<file path="src/rtl/cpu_pkg.sv">
// Shared decode constants, ALU operation enum and the ID/EX pipeline register layout.
package cpu_pkg;

    localparam int unsigned XLEN_MAX = 64;

    localparam logic [6:0] OP_REG = 7'b0110011;
    localparam logic [6:0] OP_IMM = 7'b0010011;

    localparam logic [2:0] F3_ADD  = 3'b000;
    localparam logic [2:0] F3_SLL  = 3'b001;
    localparam logic [2:0] F3_SLT  = 3'b010;
    localparam logic [2:0] F3_SLTU = 3'b011;
    localparam logic [2:0] F3_XOR  = 3'b100;
    localparam logic [2:0] F3_SR   = 3'b101;
    localparam logic [2:0] F3_OR   = 3'b110;
    localparam logic [2:0] F3_AND  = 3'b111;

    typedef enum logic [3:0] {
        AluAdd, AluSub, AluSll, AluSlt, AluSltu, AluXor, AluSrl, AluSra, AluOr, AluAnd
    } alu_op_t;

    // Operands sized for the widest datapath; narrower cores use the low XLEN bits.
    typedef struct packed {
        logic                valid;
        logic                illegal;
        logic [4:0]          rd;
        alu_op_t             op;
        logic [XLEN_MAX-1:0] a;
        logic [XLEN_MAX-1:0] b;
    } idex_t;

endpackage

</file>
<file path="src/rtl/cpu_alu.sv">
// Combinational integer ALU for the execute stage.
module cpu_alu
    import cpu_pkg::*;
#(
    parameter int unsigned XLEN = 32
) (
    input  alu_op_t           op_i,
    input  logic [XLEN-1:0]   a_i,
    input  logic [XLEN-1:0]   b_i,
    output logic [XLEN-1:0]   result_o
);

    localparam int unsigned ShW = (XLEN == 64) ? 6 : 5;

    logic [ShW-1:0] shamt;
    assign shamt = b_i[ShW-1:0];

    always_comb begin
        result_o = '0;
        unique case (op_i)
            AluAdd:  result_o = a_i + b_i;
            AluSub:  result_o = a_i - b_i;
            AluSll:  result_o = a_i << shamt;
            AluSlt:  result_o = XLEN'($signed(a_i) < $signed(b_i));
            AluSltu: result_o = XLEN'(a_i < b_i);
            AluXor:  result_o = a_i ^ b_i;
            AluSrl:  result_o = a_i >> shamt;
            AluSra:  result_o = $unsigned($signed(a_i) >>> shamt);
            AluOr:   result_o = a_i | b_i;
            AluAnd:  result_o = a_i & b_i;
            default: result_o = '0;
        endcase
    end

endmodule

</file>
<file path="src/rtl/cpu_pipe.sv">
// Two-stage RV32I integer core: decode/read into ID/EX, then execute/writeback with bypass.
module cpu_pipe
    import cpu_pkg::*;
#(
    parameter int unsigned XLEN  = 32,
    parameter int unsigned NREGS = 32
) (
    input  logic            clk,
    input  logic            rst,
    input  logic [31:0]     in,
    input  logic            in_valid,
    output logic            in_ready,
    input  logic            hold,
    output logic            wb_valid,
    output logic [4:0]      wb_rd,
    output logic [XLEN-1:0] wb_data,
    output logic            zero,
    output logic            illegal
);

    localparam int unsigned RIdx = $clog2(NREGS);

    logic [XLEN-1:0] rf_q [NREGS];
    idex_t           idex_q, idex_d;
    logic            wb_valid_q, illegal_q, zero_q;
    logic [4:0]      wb_rd_q;
    logic [XLEN-1:0] wb_data_q;
    logic [XLEN-1:0] ex_res;

    function automatic logic idx_bad(input logic [4:0] idx);
        return (NREGS < 32) && (idx >= 5'(NREGS));
    endfunction

    cpu_alu #(.XLEN(XLEN)) u_alu (
        .op_i     (idex_q.op),
        .a_i      (idex_q.a[XLEN-1:0]),
        .b_i      (idex_q.b[XLEN-1:0]),
        .result_o (ex_res)
    );

    logic [6:0]      opcode, f7, sh_hi;
    logic [4:0]      rd, rs1, rs2;
    logic [2:0]      f3;
    logic            legal, is_reg, ex_fwd;
    alu_op_t         dec_op;
    logic [XLEN-1:0] opa, opb, imm;

    assign opcode = in[6:0];
    assign rd     = in[11:7];
    assign f3     = in[14:12];
    assign rs1    = in[19:15];
    assign rs2    = in[24:20];
    assign f7     = in[31:25];
    assign is_reg = (opcode == OP_REG);
    assign imm    = {{(XLEN-12){in[31]}}, in[31:20]};
    // RV64 immediate shifts borrow imm[5] as shamt[5], so only imm[11:6] is a funct field.
    assign sh_hi  = (XLEN == 64) ? {f7[6:1], 1'b0} : f7;
    assign ex_fwd = idex_q.valid && (idex_q.rd != 5'd0);

    always_comb begin
        legal  = 1'b0;
        dec_op = AluAdd;
        if (is_reg) begin
            legal = (f7 == 7'b0000000) ||
                    ((f7 == 7'b0100000) && ((f3 == F3_ADD) || (f3 == F3_SR)));
            legal = legal && !idx_bad(rs2);
        end else if (opcode == OP_IMM) begin
            if (f3 == F3_SLL) begin
                legal = (sh_hi == 7'b0000000);
            end else if (f3 == F3_SR) begin
                legal = (sh_hi == 7'b0000000) || (sh_hi == 7'b0100000);
            end else begin
                legal = 1'b1;
            end
        end
        legal = legal && !idx_bad(rd) && !idx_bad(rs1);

        case (f3)
            F3_ADD:  dec_op = (is_reg && f7[5]) ? AluSub : AluAdd;
            F3_SLL:  dec_op = AluSll;
            F3_SLT:  dec_op = AluSlt;
            F3_SLTU: dec_op = AluSltu;
            F3_XOR:  dec_op = AluXor;
            F3_SR:   dec_op = f7[5] ? AluSra : AluSrl;
            F3_OR:   dec_op = AluOr;
            default: dec_op = AluAnd;
        endcase
    end

    always_comb begin
        if (rs1 == 5'd0) begin
            opa = '0;
        end else if (ex_fwd && (idex_q.rd == rs1)) begin
            opa = ex_res;
        end else begin
            opa = rf_q[rs1[RIdx-1:0]];
        end

        if (!is_reg) begin
            opb = imm;
        end else if (rs2 == 5'd0) begin
            opb = '0;
        end else if (ex_fwd && (idex_q.rd == rs2)) begin
            opb = ex_res;
        end else begin
            opb = rf_q[rs2[RIdx-1:0]];
        end
    end

    always_comb begin
        idex_d              = '0;
        idex_d.valid        = in_valid && legal;
        idex_d.illegal      = in_valid && !legal;
        idex_d.rd           = rd;
        idex_d.op           = dec_op;
        idex_d.a[XLEN-1:0]  = opa;
        idex_d.b[XLEN-1:0]  = opb;
    end

    always_ff @(posedge clk or negedge rst) begin
        if (!rst) begin
            idex_q     <= '0;
            wb_valid_q <= 1'b0;
            illegal_q  <= 1'b0;
            wb_rd_q    <= '0;
            wb_data_q  <= '0;
            zero_q     <= 1'b1;
            for (int unsigned i = 0; i < NREGS; i++) begin
                rf_q[i] <= '0;
            end
        end else if (hold) begin
            wb_valid_q <= 1'b0;
            illegal_q  <= 1'b0;
        end else begin
            idex_q     <= idex_d;
            wb_valid_q <= idex_q.valid;
            illegal_q  <= idex_q.illegal;
            if (idex_q.valid) begin
                wb_rd_q   <= idex_q.rd;
                wb_data_q <= ex_res;
                zero_q    <= (ex_res == '0);
                if (idex_q.rd != 5'd0) begin
                    rf_q[idex_q.rd[RIdx-1:0]] <= ex_res;
                end
            end
        end
    end

    logic unused_hi;
    assign unused_hi = ^{idex_q.a, idex_q.b};

    assign in_ready = !hold;
    assign wb_valid = wb_valid_q && !hold;
    assign illegal  = illegal_q && !hold;
    assign wb_rd    = wb_rd_q;
    assign wb_data  = wb_data_q;
    assign zero     = zero_q;

endmodule

</file>
<file path="config.mk">
export PLATFORM = sky130hd
export DESIGN_NAME = cpu_pipe
export DESIGN_NICKNAME = d
export VERILOG_FILES = /design/src/rtl/cpu_pkg.sv /design/src/rtl/cpu_alu.sv /design/src/rtl/cpu_pipe.sv
export SDC_FILE = /design/constraint.sdc
export NUM_CORES = 2
export LEC_CHECK = 0
export CAP_MARGIN = 20
export CORE_MARGIN = 2
export CORE_UTILIZATION = 60
export CTS_BUF_LIST = sky130_fd_sc_hd__clkbuf_8
export DETAILED_ROUTE_END_ITERATION = 6
export DONT_BUFFER_PORTS = 1
export HOLD_SLACK_MARGIN = 0.1
export MAX_ROUTING_LAYER = met4
export PLACE_DENSITY_LB_ADDON = 0.15
export RECOVER_POWER = 100
export REMOVE_ABC_BUFFERS = 1
export SLEW_MARGIN = 25
export SYNTH_ARGS = -nofsm -noshare
export SYNTH_HDL_FRONTEND = slang
export SYNTH_SLANG_ARGS = --single-unit
</file>
<file path="constraint.sdc">
create_clock -name clk -period 10.85 [get_ports clk]
set_clock_uncertainty 0.1 [all_clocks]
set_input_delay 1.6275 -clock clk [delete_from_list [all_inputs] [get_ports clk]]
set_output_delay 1.6275 -clock clk [all_outputs]
set_load 0.02 [all_outputs]
</file>
==> impl_results.md <==
- Compound-Gate Fraction of Synth Area: around 14%
- Maximum fanout along the worst path: between 60 and 70
- Xor/xnor share of the synthesized area: less than 1%
- Count of different cell masters after synthesis: 96
- Fmax: between 100 and 150 MHz
- Slew Limit Fails: roughly 2100
- DR iter-0 viols: 7015
- Global-route wire length before repair: around 350000 um
- Vias/cell: 7.101
- Finished Cell Area: slightly above 0.07 mm2
- H-tree depth: 4
- Post-synth top cells: 1138 x dfrtp_1, 785 x nand2_1, 708 x o21ai_0
- Critical path type: primary input to flop
- Area after DPL: roughly 0.067 mm2
- Share of post-route cells with drive strength above 1: a little over 20%
- Fin. Hold Viols: 0
- Unrepaired setup endpoints after global routing: false
- Initial Util: 60.26%
- CTS tree: built
- Cell area after synthesis: approximately 0.066 mm2
- Post-route minimum period: 9060 ps
- Worst Path Required: about 11000 ps
- Reg2reg start: idex_q[0]$_DFFE_PN0N_
- CTS sink cnt: about 1100
- Initial antenna violation count: 15
- Fin Setup TNS: 0 ps
- Hold Path Class: flop to flop
- Main combinational cell family by area after synthesis: multiplexers
- Post-synthesis mux area share: between 20% and 30%
- DRT antenna net count: 0
- Top Ports: 77
- Synthesized instance count: 6085
- Async set-reset flop share out of synthesis: 100.0%
- NumNets Final: 5880
- Chip Height: roughly 340 um
- Share of the synthesized area in the top cell type: about 43%
- Status: complete, but fails checks
- Power Dens Cells: ~130 mW/mm2
- Number of fill cells: 8782
- Post-synthesis sequential area ratio: a little over two fifths
- Gpl congestion: 1.078
- Relative slew slack: -263.9%
- Max-cap violations: 61
- PostCTS Resize Cnt: 0
- Count leader, synth: dfrtp_1
- Number of buffers created by CTS: approximately 190
- Reg2reg path depth: 10
- Largest net degree at the start of global routing: 1140
- DRC: 0
- CP endpoint kind: flop
- Max clock buf depth: 3
- DP HPWL: 141000 um
- Via count: between 50000 and 60000
- All-Layer GR Usage: between 40 and 50%
- Hold path start: rf_q[1022]$_DFFE_PN0P_
- Post-synth EDFFs: 0
- Synth-to-layout area growth: 6.569%
- Failing checks: max-capacitance violations, max-slew violations
- Origin of the worst setup path: hold
- Die area: 0.1134 mm2
- Setup-failing EPs final: 0
- Number of instances in the placed design: between 7000 and 8000
- Peak supply drop: 106.3 uV
- Die W: 336.7 um
- PortBufs: 0
- Leak: approximately 30 nW
- CTS hold repair buffers: 0
- Total gr overflow: 0
- Seq cells post-synth: 1139
- Routed Wire Length: around 240000 um
- Postcts setup bufs: 0
- Clock root buffer: clkbuf_8
- Vias in the first global route: between 50000 and 60000
- Main area contributors after synthesis: dfrtp_1 43%, mux4_2 24%, o21ai_0 5.3%
- Critical path arrival: roughly 9600 ps
- Most area-hungry cell type in the Yosys netlist: dfrtp_1
- Avg Synthesized Cell Area: around 11 um2
- Avg WL per Cell: roughly 32 um
- Synth warn: 0
- Post-synthesis adder-cell area fraction: under 10%
- Core area: 0.1102 mm2
- TritonRoute pass-1 iters: 7
- Final period utilization: roughly 84%
- CP Launch Type: primary input
- Worst Hold Depth: 0
- Final cell count without fillers: roughly 7400
- Worst-margin pin slew: 5459 ps
- Simple-Gate Fraction of Synth Area: 9.870%
- CTS clock-pin slew for the worst setup and hold paths: roughly 60 ps
- Row cnt: around 120
- Ys flop type: dfrtp_1
- Clk_lat worst skew: between 900 and 1000 ps
==> through the flow <==
step	hold WS (ps)	power, mW	utilization [%]	worst slack [ps]
after global placement	276.3	5.366	60.72	4255
after detailed placement	282.0	5.365	60.76	4276
after floorplan	265.3	4.987	-	2790
final	291.2	9.383	64.22	1790
after CTS	283.3	9.269	64.30	4253
after global routing	268.3	9.670	64.22	1975
==> placed cells by master, fill, tap and decap left out, types with 9 or more instances in the layout <==
master        n
nor3_1       45
nand2b_1      9
o21bai_1     11
o22ai_1      17
or3_1        11
nand4_1      13
a31oi_1      12
o221ai_1     10
nand3_1      28
a211oi_1     59
mux2_2       94
and3_1        9
mux4_2      699
nor4_1       20
mux2i_1      43
dfrtp_1    1134
diode_2      19
nor2b_1      55
clkinv_2     21
buf_16        9
clkbuf_1     47
ha_1         97
o21a_1       13
nor2_1      505
o211ai_1     44
clkbuf_8    229
a2111oi_0    17
o31ai_1      19
buf_4        60
o21ai_0     712
o32ai_1      10
a21o_1       20
inv_1       156
nand2_1     780
a21oi_1     584
nor2_4       11
xnor2_1      12
a22oi_1      18
a221oi_1     21
==> worst max-delay path, cell delays in order <==
cell and delay (ps):
clkinv_1 800, nand2_1 1700, inv_1 90, clkbuf_1 680, and3_1 550, nand2_1 1160
clkbuf_1 2410, o21ai_0 410
==> power by group <==
part / internal [mW] / switching (mW)
logic: 0.312 / 0.775
clock network: 2.09 / 1.87
registers: 4.28 / 0.0548
==> per-layer routing <==
layer  GRT usage, %  share of wire, %
met1          58.10                38
met5              -                 0
met3          10.59                11
met2          62.88                45
met4          25.86               6.3
==> state kept, by name, indices dropped and copies added (netlist names) <==
name        count
idex_q         75
illegal_q       1
rf_q         1024
wb_data        32
wb_rd           5
wb_valid_q      1
zero            1
==> worst paths after layout <==
path                                          end  slack (ps)
setup reg to reg                 zero$_DFFE_PN1P_        2460
setup / recovery            rf_q[922]$_DFFE_PN0P_        1790
min in group asynchronous   rf_q[379]$_DFFE_PN0P_         310
hold / removal             rf_q[1022]$_DFFE_PN0P_         290
max in group asynchronous   rf_q[956]$_DFFE_PN0P_        3940
hold reg to reg            rf_q[1022]$_DFFE_PN0P_         290
==> kinds of logic (layout without fill, tap and decap cells) <==
kind of cell             Yosys count  count (layout)
AO/OA/AOI/OAI                   1675            1675
XOR/XNOR                          18              18
adder cells (fa/ha/maj)           99              99
buffers and inverters            749             550
flip-flops                      1139            1139
multiplexers                     842             842
other                              0              19
AND/OR/NAND/NOR                 1563            1563
==> final cells by class <==
type / count / area [um2] / share of cell area [%]
clock buffers: 229 / 3152 / 4.453
inverters: 102 / 382.9 / 0.5410
flip-flops and latches: 1139 / 28510 / 40.28
clock inverters: 102 / 747.0 / 1.055
well taps: 1488 / 1862 / 2.631
multi-input cells: 4197 / 35200 / 49.73
diodes: 19 / 47.55 / 0.06718
repair buffers: 117 / 879.6 / 1.243
Power figures use the tool's default switching activity.
